`config.mk`:
```
export PLATFORM = sky130hd
export DESIGN_NAME = sprite_plotter
export DESIGN_NICKNAME = d
export VERILOG_FILES = /design/src/rtl/sprite_plotter.sv
export SDC_FILE = /design/constraint.sdc
export NUM_CORES = 1
export LEC_CHECK = 0
export CORE_MARGIN = 2
export CORE_UTILIZATION = 35
export DETAILED_ROUTE_END_ITERATION = 12
export GPL_ROUTABILITY_DRIVEN = 1
export PLACE_DENSITY = 0.62
export SYNTH_ARGS = -nofsm -noshare
export SYNTH_HDL_FRONTEND = slang
export SYNTH_SLANG_ARGS = --single-unit
```
`constraint.sdc`:
```
create_clock -name clk -period 2.2 [get_ports clk]
set_clock_uncertainty 0.05 [all_clocks]
set_input_delay 0.55 -clock clk [delete_from_list [all_inputs] [get_ports clk]]
set_output_delay 0.55 -clock clk [all_outputs]
set_load 0.05 [all_outputs]
```
`src/rtl/sprite_plotter.sv`:
```
// sprite_plotter: raster-scans one SPRITE_W x SPRITE_H sprite out of a
// synchronous sprite RAM, offsets it by a latched screen origin, clips
// off-screen pixels and emits registered per-pixel VGA writes.
// A coordinate/valid shift register of depth RAM_LATENCY lines pixel
// coordinates up with the RAM read data.
// Optional feature macro: SPRITE_PLOTTER_TRANSPARENCY_EN
//   defined   -> pixels whose color equals TRANSPARENT_COLOR are not plotted
//   undefined -> every in-bounds pixel is plotted
//
// state | meaning
// IDLE  | waiting for start; origin latched on accepted start
// SCAN  | issuing one sprite RAM address per cycle, row-major
// DRAIN | flushing RAM_LATENCY+1 cycles of pipeline after last address
// DONE  | one-cycle done pulse, busy low, start ignored
module sprite_plotter #(
  parameter int WIDTH_X           = 8,
  parameter int WIDTH_Y           = 7,
  parameter int SCREEN_W          = 160,
  parameter int SCREEN_H          = 120,
  parameter int SPR_WIDTH_X       = 4,
  parameter int SPR_WIDTH_Y       = 4,
  parameter int SPRITE_W          = 10,
  parameter int SPRITE_H          = 6,
  parameter int COLOR_WIDTH       = 3,
  parameter int RAM_LATENCY       = 1,
  parameter int TRANSPARENT_COLOR = 0
) (
  input  logic                   clk,
  input  logic                   reset,
  input  logic                   start,
  input  logic [WIDTH_X-1:0]     origin_x,
  input  logic [WIDTH_Y-1:0]     origin_y,
  output logic                   busy,
  output logic                   done,
  output logic [SPR_WIDTH_X-1:0] spr_x,
  output logic [SPR_WIDTH_Y-1:0] spr_y,
  input  logic [COLOR_WIDTH-1:0] color_in,
  output logic [WIDTH_X-1:0]     vga_x,
  output logic [WIDTH_Y-1:0]     vga_y,
  output logic [COLOR_WIDTH-1:0] vga_color,
  output logic                   vga_plot
);

  localparam logic [1:0] S_IDLE  = 2'd0;
  localparam logic [1:0] S_SCAN  = 2'd1;
  localparam logic [1:0] S_DRAIN = 2'd2;
  localparam logic [1:0] S_DONE  = 2'd3;

  localparam int CNT_W = $clog2(RAM_LATENCY + 2);

`ifdef SPRITE_PLOTTER_TRANSPARENCY_EN
  localparam bit TRANSP_EN = 1'b1;
`else
  localparam bit TRANSP_EN = 1'b0;
`endif

  logic [1:0]             state;
  logic [WIDTH_X-1:0]     org_x;
  logic [WIDTH_Y-1:0]     org_y;
  logic [CNT_W-1:0]       drain_cnt;
  logic                   x_last;
  logic                   addr_last;

  // screen coordinates carry one extra bit so overflow past the right or
  // bottom edge clips instead of wrapping to the opposite edge
  logic [WIDTH_X:0]       sx;
  logic [WIDTH_Y:0]       sy;
  logic                   in_bounds;

  logic                   pipe_v [RAM_LATENCY];
  logic [WIDTH_X-1:0]     pipe_x [RAM_LATENCY];
  logic [WIDTH_Y-1:0]     pipe_y [RAM_LATENCY];

  logic                   is_key;
  logic                   pix_plot;

  assign x_last    = (spr_x == SPR_WIDTH_X'(SPRITE_W - 1));
  assign addr_last = x_last && (spr_y == SPR_WIDTH_Y'(SPRITE_H - 1));

  assign sx = {1'b0, org_x} + {{(WIDTH_X + 1 - SPR_WIDTH_X){1'b0}}, spr_x};
  assign sy = {1'b0, org_y} + {{(WIDTH_Y + 1 - SPR_WIDTH_Y){1'b0}}, spr_y};
  assign in_bounds = (sx < (WIDTH_X + 1)'(SCREEN_W)) && (sy < (WIDTH_Y + 1)'(SCREEN_H));

  assign busy = (state == S_SCAN) || (state == S_DRAIN);
  assign done = (state == S_DONE);

  assign is_key   = (color_in == COLOR_WIDTH'(TRANSPARENT_COLOR));
  assign pix_plot = pipe_v[RAM_LATENCY-1] && !(TRANSP_EN && is_key);

  // sequencing FSM with scan address counters and drain down-counter
  always_ff @(posedge clk or posedge reset) begin
    if (reset) begin
      state     <= S_IDLE;
      org_x     <= '0;
      org_y     <= '0;
      spr_x     <= '0;
      spr_y     <= '0;
      drain_cnt <= '0;
    end else begin
      case (state)
        S_IDLE: begin
          if (start) begin
            org_x <= origin_x;
            org_y <= origin_y;
            spr_x <= '0;
            spr_y <= '0;
            state <= S_SCAN;
          end
        end
        S_SCAN: begin
          if (addr_last) begin
            drain_cnt <= CNT_W'(RAM_LATENCY);
            state     <= S_DRAIN;
          end else if (x_last) begin
            spr_x <= '0;
            spr_y <= spr_y + SPR_WIDTH_Y'(1);
          end else begin
            spr_x <= spr_x + SPR_WIDTH_X'(1);
          end
        end
        S_DRAIN: begin
          if (drain_cnt == '0) begin
            state <= S_DONE;
          end else begin
            drain_cnt <= drain_cnt - CNT_W'(1);
          end
        end
        S_DONE:  state <= S_IDLE;
        default: state <= S_IDLE;
      endcase
    end
  end

  // delay valid and clipped coordinates to meet the RAM read data
  always_ff @(posedge clk or posedge reset) begin
    if (reset) begin
      for (int i = 0; i < RAM_LATENCY; i++) begin
        pipe_v[i] <= 1'b0;
        pipe_x[i] <= '0;
        pipe_y[i] <= '0;
      end
    end else begin
      pipe_v[0] <= (state == S_SCAN) && in_bounds;
      pipe_x[0] <= sx[WIDTH_X-1:0];
      pipe_y[0] <= sy[WIDTH_Y-1:0];
      for (int i = 1; i < RAM_LATENCY; i++) begin
        pipe_v[i] <= pipe_v[i-1];
        pipe_x[i] <= pipe_x[i-1];
        pipe_y[i] <= pipe_y[i-1];
      end
    end
  end

  // registered VGA write; coordinates and color hold between plots
  always_ff @(posedge clk or posedge reset) begin
    if (reset) begin
      vga_plot  <= 1'b0;
      vga_x     <= '0;
      vga_y     <= '0;
      vga_color <= '0;
    end else begin
      vga_plot <= pix_plot;
      if (pix_plot) begin
        vga_x     <= pipe_x[RAM_LATENCY-1];
        vga_y     <= pipe_y[RAM_LATENCY-1];
        vga_color <= color_in;
      end
    end
  end

endmodule

```
==> run_results.csv <==
group,metric,value,unit
run_status,status,"complete, no violations",
layout,drive_gt1_share,27.6,%
flow_run,cap_viol_max_count,0,
pwr,cellLeakagePower,1.66,nW
setup_path,required,1.60,ns
routing,vias,1884,
yosys,synth-seq-cells,62,
yosys,synth_common_cells,"62 x dfrtp_1, 34 x mux2_2, 17 x ha_1, 14 x inv_1, 12 x nor2_1",
floorplanning,core_area,0.00809,mm^2
setup_path,cp.buffers_inverters,1,
global_routing,grt_max_degree,29,
setup_path,crit_family,"buffers and inverters",
placement,port-buffer-count,49,
floorplanning,rows,33,
global_routing,grt_pass1_vias,1901,
setup_path,start_kind,"register",
sta,rsz0062_at_grt,"no",
layout,nFillCells,779,
placement,dp_hpwl,3940,um
routing,drc_errors,0,
layout,layout.cells.non_filler,399,
pwr,pwr_density_cell,1660,mW/mm^2
layout,register_area,0.00155,mm^2
setup_path,path_max_fanout,2,
sta,fmax,0.477,GHz
yosys,synth_ff_type,"dfrtp_1",
yosys,synthesis.area,0.00287,mm^2
routing,drt_iter0_drc,59,
global_routing,grt_util_all_layers,13.5,%
cts,root_buffer,"clkbuf_8",
sta,post-route-min-period,2.10,ns
yosys,netlist_instances,226,
placement,dp.cells,383,
cts,cts_setup_buffers,0,
sta,fin_ws,0.105,ns
cts,htreeDepth,3,
setup_path,critPathCaptureType,"output port",
setup_path,worst_path_max_delay_cell,"clkdlybuf4s50_1",
sta,slew_headroom,66.2,%
yosys,synth_most_common_cell,"dfrtp_1",
cts,cts_tree,"done",
yosys,synth_largest_area_cell,"dfrtp_1",
layout,final_core_util,46.2,%
cts,clk_latency,0.34,ns
cts,cts_made_buffers,9,
yosys,yosys_warnings,0,
placement,gp_congestion,0.749,
sta,slew_violations,0,
yosys,synth.area.top_cells,"dfrtp_1 54%, mux2_2 13%, ha_1 7.4%",
cts,path_clk_slew,0.07,ns
yosys,ys_seq_area_share,54.1,%
setup_path,cp.arrival,1.50,ns
yosys,async_flop_share,100,%
cts,clock_path_buffers,2,
global_routing,overflow,0,
yosys,yosysUniqueCellTypes,42,
routing,routed_wl,5350,um
yosys,synth_nets,266,
yosys,avgSynthCellArea,12.7,um^2
sta,worst_pin_slew,0.505,ns
setup_path,worstPathCellList,"clkdlybuf4s50_1",
layout,multiInputGateArea,0.00125,mm^2
sta,finalHoldViolCount,0,
routing,post_drt_wl_per_cell,13.4,um
pwr,peakVddDrop,1070,uV
placement,dp_slack,0.126,ns
routing,viasPerCell,4.72,
sta,finalCritPeriodShare,95.2,%
floorplanning,die_area,0.00894,mm^2
yosys,synthDominantCellAreaShare,54.1,%
floorplanning,die_w,94.5,um
layout,area_growth,30.4,%
global_routing,grt_pass1_wl,9160,um
floorplanning,die_h,94.5,um
yosys,synth_edf_count,0,
cts,cts_num_sinks,62,
floorplanning,start_util,35.5,%
setup_path,slowest_delay,0.81,ns
global_routing,antenna_found_initial,0,
layout,finalNetCount,329,
routing,drt_first_pass_iters,4,
layout,diodes,0,
floorplanning,ioPinCount,50,
routing,ant_nets,0,
hold_path,hp-class,"reg -> reg",
setup_path,critPathKind,"reg -> out",
sta,setup_violations,0,
-- cell families (layout without fill, tap and decap cells) --
family          Yosys count  count (layout)  share of synthesized area [%]
flops                    62              62                           54.1
simple gates             44              44                           8.24
compound gates           36              36                           9.20
mux                      35              35                           13.7
fa+ha+maj                19              19                           8.81
buf+inv                  19              87                           2.62
xor+xnor                 11              11                           3.36
-- area by class of cell --
class	count	area share (%)
clock buffers	10	3.68
clock inverters	6	1.64
inverters	14	1.51
multi-input cells	145	33.4
flip-flops and latches	62	41.5
well taps	105	3.51
repair buffers	57	14.7
-- state kept, by name, summed over array words and instances, names as in the netlist --
name and flops:
drain_cnt 2, org_x 8, org_y 7, pipe_v 1, pipe_x 8, pipe_y 7, spr_x 4, spr_y 4
state 2, vga_color 3, vga_plot 1, vga_x 8, vga_y 7
-- where the power goes --
group	switching (W)	total (W)	internal (W)
Combinational	0.00181	0.00315	0.00134
Sequential	0.000365	0.00206	0.00170
Clock	0.000445	0.000994	0.000549
Total	0.00262	0.00621	0.00359
-- worst paths after layout --
| check | start | end | slack (ns) | depth (start not counted) |
|---|---|---|---|---|
| max in group asynchronous | reset | pipe_y[1] | 1.17 | 3 |
| min in group asynchronous | reset | vga_color[2] | 0.45 | 2 |
| worst max register to register | spr_y[0] | pipe_v | 0.20 | 8 |
| worst min-delay path | pipe_x[1] | vga_x[1] | 0.42 | 1 |
| worst max-delay path | vga_x[2] | vga_x[2] | 0.10 | 1 |
| worst min register to register | pipe_x[1] | vga_x[1] | 0.42 | 1 |
-- layer usage --
layer | wire [um] | global-route usage, %
met5 | 0 | 0
met4 | 89 | 6.52
met3 | 217 | 3.19
met2 | 2520 | 20.7
met1 | 2520 | 18.1
-- cells in the final DEF, fill, tap and decap left out, types with 3 or more instances in the layout --
master | netlist | layout
o21ai_0 | 11 | 11
ha_1 | 17 | 17
xor2_1 | 3 | 3
nand2b_1 | 4 | 4
clkinv_2 | 0 | 3
xnor2_1 | 8 | 8
clkbuf_8 | 0 | 10
clkdlybuf4s50_1 | 0 | 39
mux2_2 | 34 | 34
o31ai_1 | 3 | 3
inv_1 | 14 | 13
a21oi_1 | 5 | 3
dfrtp_1 | 62 | 60
nand2_1 | 11 | 11
nand3_1 | 4 | 4
nor2_1 | 12 | 12
buf_4 | 0 | 16
a211oi_1 | 3 | 3
-- per-stage QoR --
stage	setup TNS [ns]	hold slack [ns]	cell area (um^2)	total power (W)
4_1_cts	0	0.425	3730	0.00629
2_1_floorplan	-0.00170	0.302	2880	0.00429
3_5_place_dp	0	0.414	3530	0.00525
6_report	0	0.422	3740	0.00621
5_1_grt	0	0.441	3740	0.00666
3_3_place_gp	0	0.410	3530	0.00519
-- repair_timing --
action	CTS	global route
hold buffers	0	0
setup endpoints to repair	0	1
resized for setup	0	2
(Power assumes the default switching activity.)
